[src/rtl/fp_pkg.sv]
// rtl/fp_pkg.sv - shared constants, operand classes and stage-1 record for the fp align stage
package fp_pkg;

    localparam int EXP_BITS  = 8;
    localparam int MANT_BITS = 23;
    localparam int FP_WIDTH  = 1 + EXP_BITS + MANT_BITS;
    // {hidden, fraction, guard, round, sticky}
    localparam int ALIGN_W   = MANT_BITS + 4;

    localparam logic [FP_WIDTH-1:0] QNAN = 32'h7FC00000;

    typedef enum logic [2:0] {
        ZERO,
        DENORM,
        NORMAL,
        INF,
        NAN
    } fp_class_t;

    typedef struct packed {
        logic                sign_big;
        logic                sign_small;
        logic                swapped;
        logic [EXP_BITS-1:0] exp;
        logic [ALIGN_W-1:0]  mant_big;
        logic [ALIGN_W-1:0]  mant_small;
        logic [EXP_BITS-1:0] shamt;
        logic                special;
        logic [FP_WIDTH-1:0] special_result;
    } align_s1_t;

    function automatic fp_class_t classify(input logic [EXP_BITS-1:0]  e,
                                           input logic [MANT_BITS-1:0] f);
        if (e == '1) begin
            return (f == '0) ? INF : NAN;
        end
        if (e == '0) begin
            return (f == '0) ? ZERO : DENORM;
        end
        return NORMAL;
    endfunction

endpackage

[src/rtl/sticky_shifter.sv]
// rtl/sticky_shifter.sv - logical right shift with shifted-out bits folded into the LSB
// data   : vector to shift
// shamt  : unsigned shift amount
// result : shifted vector, LSB ORed with every bit shifted out
module sticky_shifter #(
    parameter int W  = 27,
    parameter int SW = 8
) (
    input  logic [W-1:0]  data,
    input  logic [SW-1:0] shamt,
    output logic [W-1:0]  result
);

    logic [W-1:0] lost;

    always_comb begin
        result = '0;
        lost   = '0;
        if (32'(shamt) >= W) begin
            // everything falls off the end: only the sticky survives
            result[0] = |data;
        end else begin
            lost      = data & ~({W{1'b1}} << shamt);
            result    = data >> shamt;
            result[0] = result[0] | (|lost);
        end
    end

endmodule

[src/rtl/fp_align_stage.sv]
// rtl/fp_align_stage.sv - two-stage unpack/classify/swap/align stage ahead of the fp mantissa adder
// clk, rst                      : clock, synchronous active-high reset
// in_valid/in_ready             : operand handshake for a, b, operation_select (1 = a-b)
// out_valid/out_ready           : result handshake
// out_sign_big/out_sign_small   : effective signs of larger/smaller magnitude operand
// out_eff_sub, out_swapped      : effective subtraction, b was larger
// out_exp                       : larger operand's effective exponent
// out_mant_big/out_mant_small   : {hidden, frac, G, R, S}, small one aligned
// out_special/out_special_result: final packed result for NaN/inf/zero-zero cases
module fp_align_stage #(
    parameter int WIDTH     = 32,
    parameter int EXP_BITS  = 8,
    parameter int MANT_BITS = 23
) (
    input  logic                 clk,
    input  logic                 rst,
    input  logic                 in_valid,
    output logic                 in_ready,
    input  logic [WIDTH-1:0]     a,
    input  logic [WIDTH-1:0]     b,
    input  logic                 operation_select,
    output logic                 out_valid,
    input  logic                 out_ready,
    output logic                 out_sign_big,
    output logic                 out_sign_small,
    output logic                 out_eff_sub,
    output logic                 out_swapped,
    output logic [EXP_BITS-1:0]  out_exp,
    output logic [MANT_BITS+3:0] out_mant_big,
    output logic [MANT_BITS+3:0] out_mant_small,
    output logic                 out_special,
    output logic [WIDTH-1:0]     out_special_result
);

    import fp_pkg::*;

    localparam int MW = MANT_BITS + 4;

    logic                 sign_a, sign_b;
    logic [EXP_BITS-1:0]  exp_a, exp_b, exp_a_eff, exp_b_eff;
    logic [MANT_BITS-1:0] frac_a, frac_b;
    logic [MW-1:0]        mant_a, mant_b;
    fp_class_t            cls_a, cls_b;
    logic                 swap;
    align_s1_t            s1_d, s1_q;
    logic                 s1_valid;
    logic                 s1_adv, s2_adv;
    logic [MW-1:0]        mant_small_aligned;

    assign sign_a    = a[WIDTH-1];
    assign sign_b    = b[WIDTH-1] ^ operation_select;
    assign exp_a     = a[WIDTH-2 -: EXP_BITS];
    assign exp_b     = b[WIDTH-2 -: EXP_BITS];
    assign frac_a    = a[MANT_BITS-1:0];
    assign frac_b    = b[MANT_BITS-1:0];
    // denormals share the exponent of the smallest normal
    assign exp_a_eff = (exp_a == '0) ? EXP_BITS'(1) : exp_a;
    assign exp_b_eff = (exp_b == '0) ? EXP_BITS'(1) : exp_b;
    assign mant_a    = {exp_a != '0, frac_a, 3'b000};
    assign mant_b    = {exp_b != '0, frac_b, 3'b000};
    assign cls_a     = classify(exp_a, frac_a);
    assign cls_b     = classify(exp_b, frac_b);
    // exponent-then-fraction ordering makes the magnitude compare a plain integer compare
    assign swap      = b[WIDTH-2:0] > a[WIDTH-2:0];

    assign s2_adv   = !out_valid || out_ready;
    assign s1_adv   = !s1_valid || s2_adv;
    assign in_ready = s1_adv && !rst;

    always_comb begin
        s1_d                = '0;
        s1_d.swapped        = swap;
        s1_d.sign_big       = swap ? sign_b : sign_a;
        s1_d.sign_small     = swap ? sign_a : sign_b;
        s1_d.exp            = swap ? exp_b_eff : exp_a_eff;
        s1_d.mant_big       = swap ? mant_b : mant_a;
        s1_d.mant_small     = swap ? mant_a : mant_b;
        s1_d.shamt          = swap ? (exp_b_eff - exp_a_eff) : (exp_a_eff - exp_b_eff);
        s1_d.special        = 1'b1;
        if (cls_a == NAN || cls_b == NAN || (cls_a == INF && cls_b == INF && sign_a != sign_b)) begin
            s1_d.special_result = QNAN;
        end else if (cls_a == INF) begin
            s1_d.special_result = {sign_a, a[WIDTH-2:0]};
        end else if (cls_b == INF) begin
            s1_d.special_result = {sign_b, b[WIDTH-2:0]};
        end else if (cls_a == ZERO && cls_b == ZERO) begin
            s1_d.special_result = {sign_a & sign_b, {(WIDTH-1){1'b0}}};
        end else begin
            s1_d.special        = 1'b0;
        end
    end

    sticky_shifter #(
        .W  (MW),
        .SW (EXP_BITS)
    ) u_shift (
        .data   (s1_q.mant_small),
        .shamt  (s1_q.shamt),
        .result (mant_small_aligned)
    );

    always_ff @(posedge clk) begin
        if (rst) begin
            s1_valid           <= 1'b0;
            s1_q               <= '0;
            out_valid          <= 1'b0;
            out_sign_big       <= 1'b0;
            out_sign_small     <= 1'b0;
            out_eff_sub        <= 1'b0;
            out_swapped        <= 1'b0;
            out_exp            <= '0;
            out_mant_big       <= '0;
            out_mant_small     <= '0;
            out_special        <= 1'b0;
            out_special_result <= '0;
        end else begin
            if (s1_adv) begin
                s1_valid <= in_valid;
                if (in_valid) begin
                    s1_q <= s1_d;
                end
            end
            if (s2_adv) begin
                out_valid <= s1_valid;
                if (s1_valid) begin
                    out_sign_big       <= s1_q.sign_big;
                    out_sign_small     <= s1_q.sign_small;
                    out_eff_sub        <= s1_q.sign_big ^ s1_q.sign_small;
                    out_swapped        <= s1_q.swapped;
                    out_exp            <= s1_q.exp;
                    out_mant_big       <= s1_q.mant_big;
                    out_mant_small     <= mant_small_aligned;
                    out_special        <= s1_q.special;
                    out_special_result <= s1_q.special_result;
                end
            end
        end
    end

endmodule

[config.mk]
export PLATFORM = sky130hd
export DESIGN_NAME = fp_align_stage
export DESIGN_NICKNAME = d
export VERILOG_FILES = /design/src/rtl/fp_pkg.sv /design/src/rtl/sticky_shifter.sv /design/src/rtl/fp_align_stage.sv
export SDC_FILE = /design/constraint.sdc
export NUM_CORES = 1
export LEC_CHECK = 0
export CAP_MARGIN = 0
export CORE_ASPECT_RATIO = 1.4
export CORE_MARGIN = 2
export CORE_UTILIZATION = 35
export DETAILED_ROUTE_END_ITERATION = 6
export REMOVE_ABC_BUFFERS = 1
export SKIP_LAST_GASP = 1
export SYNTH_ARGS = -nofsm -noshare
export SYNTH_HDL_FRONTEND = slang
export SYNTH_HIERARCHICAL = 1
export SYNTH_SLANG_ARGS = --single-unit
[constraint.sdc]
create_clock -name clk -period 3.28 [get_ports clk]
set_clock_uncertainty 0.1 [all_clocks]
set_input_delay 0.656 -clock clk [delete_from_list [all_inputs] [get_ports clk]]
set_output_delay 0.656 -clock clk [all_outputs]
set_load 0.05 [all_outputs]
==> results of run 1 <==
[synthesized netlist by cell type (all sizes together), types with 3 or more instances]
master and n:
o211ai 4, and2 8, a21o 3, or3 9, buf 27, mux2 13, inv 58, a31oi 60
and3 26, ha 46, a21oi 143, a221o 5, mux2i 22, nand3 27, nand2 363, o211a 3
nor2b 9, nor4 24, o22ai 9, dfxtp 198, o21a 10, o21ai 91, nor3 24, a211oi 6
nor2 55, nand4 15, nand2b 4, clkbuf 89, a221oi 6, mux4 15
[logic make-up after synthesis]
logic type               after synthesis
AO/OA/AOI/OAI                        362
multiplexers                          50
XOR/XNOR                               3
buffers and inverters                175
flip-flops                           198
other                                  1
AND/OR/NAND/NOR                      573
adder cells (fa/ha/maj)               48
[state kept, by name, summed over array words and instances, names as in the netlist]
signal	cells
out_valid	1
out_mant_big	24
out_sign_big	1
out_special_result	32
s1_q	100
out_exp	8
out_sign_small	1
out_mant_small	27
out_eff_sub	1
s1_valid	1
out_swapped	1
out_special	1
[cell usage in the layout, fill, tap and decap left out, types with 11 or more instances in the layout]
cell,Yosys,routed
dfxtp_1,198,197
inv_1,57,56
nor3_1,20,20
nand2_1,362,362
buf_4,10,124
mux4_2,11,11
nor4_1,22,18
mux2_2,13,13
a21oi_1,142,141
nand4_1,13,13
conb_1,1,15
and3_1,26,26
clkdlybuf4s50_1,0,163
o21ai_0,86,86
ha_1,46,46
mux2i_1,22,22
nand3_1,27,27
nor2_1,54,54
clkbuf_16,0,17
a31oi_1,60,60
[report_power, final]
part	leakage (nW)	switching (mW)	internal [mW]
registers	1.62	0.110	2.51
clock network	0.346	0.955	1.57
logic	3.71	0.949	0.652
[repair_timing]
action                     in CTS  in global routing
resized for setup               1                  8
setup endpoints to repair       1                 36
pin swaps                       0                  1
[layout make-up]
class                   count  area, µm²
flip-flops and latches    198       3970
fillers                  3036      16200
clock buffers              21        470
repair buffers            296       2740
inverters                  59        221
well taps                 390        488
clock inverters            10        239
multi-input cells        1051       6180
[per-layer routing]
metal | vias up | routed length [µm] | part of all wire | track usage
met4 | 0 | 724 | 0.021 | 0.0699
met3 | 43 | 1440 | 0.041 | 0.0364
li1 | 5321 | - | - | -
met5 | - | 0 | 0 | 0
met1 | 5029 | 14700 | 0.42 | 0.252
met2 | 247 | 18400 | 0.52 | 0.399
[worst max-delay path, delay by kind of cell]
family	cells	cell delay (ps)
AOI/OAI and AO/OA	4	480
adders and majority gates	2	660
buffers and inverters	1	460
and+or+nand+nor	5	1190
[through the flow]
step	hold WS, ps	setup slack, ps	util
finish	348	102	0.469
floorplan	321	-1120	-
global route	363	-66.7	0.469
detailed placement	341	-496	0.444
CTS	351	51.7	0.467
global placement	339	-473	0.444
[path summary, 6_finish.rpt]
kind / cells after the start / end / slack [ps] / startpoint
hold / removal: 2 / out_special_result[12]$_SDFFE_PP0P_ / 350 / s1_q[12]$_SDFFE_PP0P_
hold reg to reg: 2 / out_special_result[12]$_SDFFE_PP0P_ / 350 / s1_q[12]$_SDFFE_PP0P_
setup reg to reg: 8 / out_mant_small[0]$_SDFFE_PP0P_ / 920 / s1_q[36]$_SDFFE_PP0P_
setup / recovery: 12 / s1_q[39]$_SDFFE_PP0P_ / 100 / b[24]
==> out/qor.yml, run 1 <==
hold_viol: 0
critPathKind: "in2reg"
insertion_delay_ps: 460
syn2layout_area_growth_pct: 32.7
nNetsFinal: 1740
fmax_mhz: 315
crit_arrival_ps: 3450
relSlewSlack: 0.434
dieArea_um2: 32200
yosys_warnings: 6
async_flop_share: 0
synth.distinct_cells: 74
placed_area_um2: 13500
fin_area_um2: 14300
root_buffer: "clkbuf_16"
grt_start_max_net_pins: 66
routed_via_density: 5.25
finalNonFillerCells: 2025
rsz0062_at_grt: "true"
wl_per_cell_um: 17.4
synth_xor_area_frac: 0.00244
syn_area_per_cell_um2: 7.64
final_layout_size_suffix_gt1_frac: 0.133
worstMarginPinSlew_ps: 847
synth_edf_count: 0
status: "complete, no violations"
startpoint_type: "input port"
crit_top_cell: "a21oi_1"
synth_flop_cell: "dfxtp_1"
placedCellCount: 1994
drtPass1Iterations: 5
setup_tns_ps: 0
max_cap_viol_count: 0
cts-buffers-inserted: 17
p_leak_nw: 5.67
synth.area.top_cells: "dfxtp_1, nand2_1, a21oi_1"
grt.overflow.total: 0
num_antenna_cells: 0
slew_violations: 0
cp_slowest_cell: "clkdlybuf4s50_1"
p_per_area_nw_per_um2: 472
crit_chain: "clkdlybuf4s50_1 -> nor4_2 -> a21oi_1 -> ha_1 -> fa_1 -> nor2b_1 -> o21ai_0 -> nand2b_1 -> a21o_1 -> a21oi_1 -> and4_1 -> nor4b_2"
grt_pass1_vias: 10200
drc: 0
grt_pass1_wl_um: 55700
clockBufferDepth: 2
wl_um: 35200
synth_compound_area_frac: 0.198
synth_top_area_frac: 0.368
post-route-min-period_ps: 3180
core_um2: 30500
dp_hpwl_um: 26400
ir_drop_mv: 0.382
cts_hold_buf: 0
power_mw: 6.75
synthSimpleGateAreaFrac: 0.238
fin_crit_sh: 0.969
numClockSinks: 198
yosysTopAreaCell: "dfxtp_1"
synth_area_um2: 10800
drtIter0Drc: 642
holdCritPathClass: "reg2reg"
setup_violations: 0
synthMuxAreaShare: 0.0668
cts_setup_buffers: 0
antenna_left: 0
core.rowCount: 76
ctsHtreeMaxLevel: 4
clkTransAtPathRegs_ps: 70
grt_usage: 0.216
num_vias: 10600
dieHeight_um: 212
worstSetupEndpointType: "flip-flop"
finalWeightedCongestion: 0.929
portBuffers: 166
yosysSeqAreaShare: 0.368
critPathMaxStageDelay_ps: 460
cp_data_required_time_ps: 3550
pin_count: 170
worst-path-max-fanout: 3
synth_top_family_by_area: "simple AND/OR/NAND/NOR gates"
start_util: 0.353
die_w_um: 152
synth_seq_cells: 198
tritoncts: "done"
antenna_found_initial: 0
synthAdderAreaFrac: 0.0571
synthCells: 1410
No activity file was read; power rests on OpenSTA's default activity.
==> run 2: changes to the inputs <==
- GPL_TIMING_DRIVEN: not set -> 0
- SLEW_MARGIN: not set -> 0
==> run 2 against run 1 <==
  * Via count shrank 3.6%
  * Worst setup slack worse by 50 ps
  * Routed wire length fell by 4.5%
  * Register-to-register slack lost 650 ps
  * Clock power is 14% lower
  * Global-route usage fell by 1.3 points
  * Maximum frequency down 1.6%
  * Combinational power decreased by 12%
  * Hold slack lost 0.93 ps
  * Critical endpoint unchanged
  * Largest power group unchanged
  * Highest routed layer unchanged
==> out/qor.yml, run 2 (synthesis gave the netlist of run 1 again) <==
fill_cells: 3097  # +2.0%
setup_violations: 0  # unchanged
dieHeight_um: 212  # unchanged
placedCellCount: 1870  # -6.2%
post-route-min-period_ps: 3230  # +50.3 ps
top_regs: "s1_q (100), out_special_result (32), out_mant_small (27)"
cp_data_required_time_ps: 3540  # about the same
grt_usage: 0.203  # -0.0127
nNetsFinal: 1626  # -6.6%
insertion_delay_ps: 460  # about the same
relSlewSlack: 0.116  # -0.317
wl_per_cell_um: 17.6  # +1.2%
fmax_mhz: 310  # -1.6%
final_layout_size_suffix_gt1_frac: 0.0671  # -0.0656
critPathKind: "in2reg"
internal_power_mw: 4.27  # -9.8%
drc: 0  # unchanged
grt.overflow.total: 0  # unchanged
status: "complete, no violations"
numClockSinks: 198  # unchanged
setup_tns_ps: 0  # unchanged
utilization: 0.441  # -0.0280
pin_count: 170  # unchanged
drtPass1Iterations: 5  # unchanged
switching_power_mw: 1.98  # -1.9%
clkTransAtPathRegs_ps: 70  # about the same
worst-path-max-fanout: 32  # +29
combPwrFrac: 0.225  # -0.012
portBuffers: 166  # unchanged
grt_pass1_wl_um: 52600  # -5.5%
largest_reg_flops: 100  # unchanged
slew_violations: 0  # unchanged
fin_ws_ps: 51.7  # -50.3 ps
syn2layout_area_growth_pct: 24.8
rsz0062_at_grt: "true"
grt_pass1_vias: 9548  # -5.9%
startpoint_type: "input port"
ctsHtreeMaxLevel: 4  # unchanged
regToRegSetupSlack_ps: 270  # -650 ps
pwr-share-clk: 0.348  # -0.027
cts-buffers-inserted: 17  # unchanged
ir_drop_mv: 0.428  # +12%
worstSetupEndpointType: "flip-flop"
finalNonFillerCells: 1911  # -5.6%
hold-worst-slack_ps: 347  # -0.930 ps
die_w_um: 152  # unchanged
finalWeightedCongestion: 0.898  # -3.4%
fin_area_um2: 13400  # -6.0%
hold_viol: 0  # unchanged
wl_um: 33700  # -4.5%
mostFrequentLayoutCells: "nand2_1, dfxtp_1, clkdlybuf4s50_1, a21oi_1, o21ai_0"
antenna_found_initial: 1  # +1
grt_start_max_net_pins: 90  # +36%
p_leak_nw: 5.21  # -8.2%
sequentialPowerShare: 0.427  # +0.039
top_register: "s1_q"
p_per_area_nw_per_um2: 465  # -1.5%
drtIter0Drc: 686  # +6.9%
core.rowCount: 76  # unchanged
power_switching_share: 0.316  # +0.0178
num_vias: 10300  # -3.6%
root_buffer: "clkbuf_16"
multiInputGateArea_um2: 6230  # +0.81%
power_mw: 6.25  # -7.4%
final_common_cell: "nand2_1"
pre_cts_ws_ps: -1330  # -836 ps
max_cap_viol_count: 0  # unchanged
fin_crit_sh: 0.984  # +0.0153
routed_via_density: 5.37  # +2.2%
start_util: 0.353  # unchanged
regArea_um2: 3970  # about the same
placed_area_um2: 12600  # -6.9%
antenna_left: 0  # unchanged
worstMarginPinSlew_ps: 1320  # +475 ps
dieArea_um2: 32200  # unchanged
core_um2: 30500  # unchanged
tritoncts: "done"
clockBufferDepth: 2  # unchanged
dp_hpwl_um: 23300  # -12%
crit_arrival_ps: 3490  # +40 ps
holdCritPathClass: "reg2reg"
## run 2: worst max-delay path, cell delays in order
cell and delay [ps]:
clkdlybuf4s50_1 560, inv_1 70, ha_1 300, nand4_1 280, nor4_4 350, buf_4 180, nand2_1 80, o311ai_4 110
buf_4 230, nand2_8 180, and4_1 260, nor4b_2 220
## run 2: final timing paths
| kind | startpoint | endpoint | depth (start not counted) |
|---|---|---|---|
| min | s1_q[14]$_SDFFE_PP0P_ | out_special_result[14]$_SDFFE_PP0P_ | 2 |
| min reg2reg | s1_q[14]$_SDFFE_PP0P_ | out_special_result[14]$_SDFFE_PP0P_ | 2 |
| max reg2reg | s1_q[35]$_SDFFE_PP0P_ | out_mant_small[1]$_SDFFE_PP0P_ | 7 |
| max | a[20] | s1_q[39]$_SDFFE_PP0P_ | 12 |
## run 2: layer usage
metal  GRT usage  routed length, µm  vias up
met2       0.351              16900      234
met1       0.242              14300     4862
met5           0                  0        -
met3      0.0428               1350       59
met4      0.0935               1090        0
li1            -                  -     5104
## run 2: area by class of cell
type,instances,share of cell area
multi-input cells,1053,0.464
flip-flops and latches,198,0.295
repair buffers,180,0.144
well taps,390,0.0363
clock buffers,20,0.0332
inverters,59,0.0167
clock inverters,10,0.0110
diodes,1,0.000186
## run 2: power groups by stage
stage / registers [mW] / logic [mW] / clock network (mW)
2_1_floorplan: 2.76 / 0.781 / 0
4_1_cts: 2.67 / 1.39 / 2.23
3_5_place_dp: 2.72 / 1.35 / 0
6_report: 2.67 / 1.41 / 2.17
5_1_grt: 2.69 / 1.54 / 2.33
3_3_place_gp: 2.72 / 1.33 / 0
## run 2: what timing repair did
item | CTS | global route
pin swaps | 3 | 4
hold buffers | 0 | 0
gates resized for setup | 8 | 25
setup buffers | 5 | 2
cloned | 2 | 1
setup endpoints to repair | 74 | 67
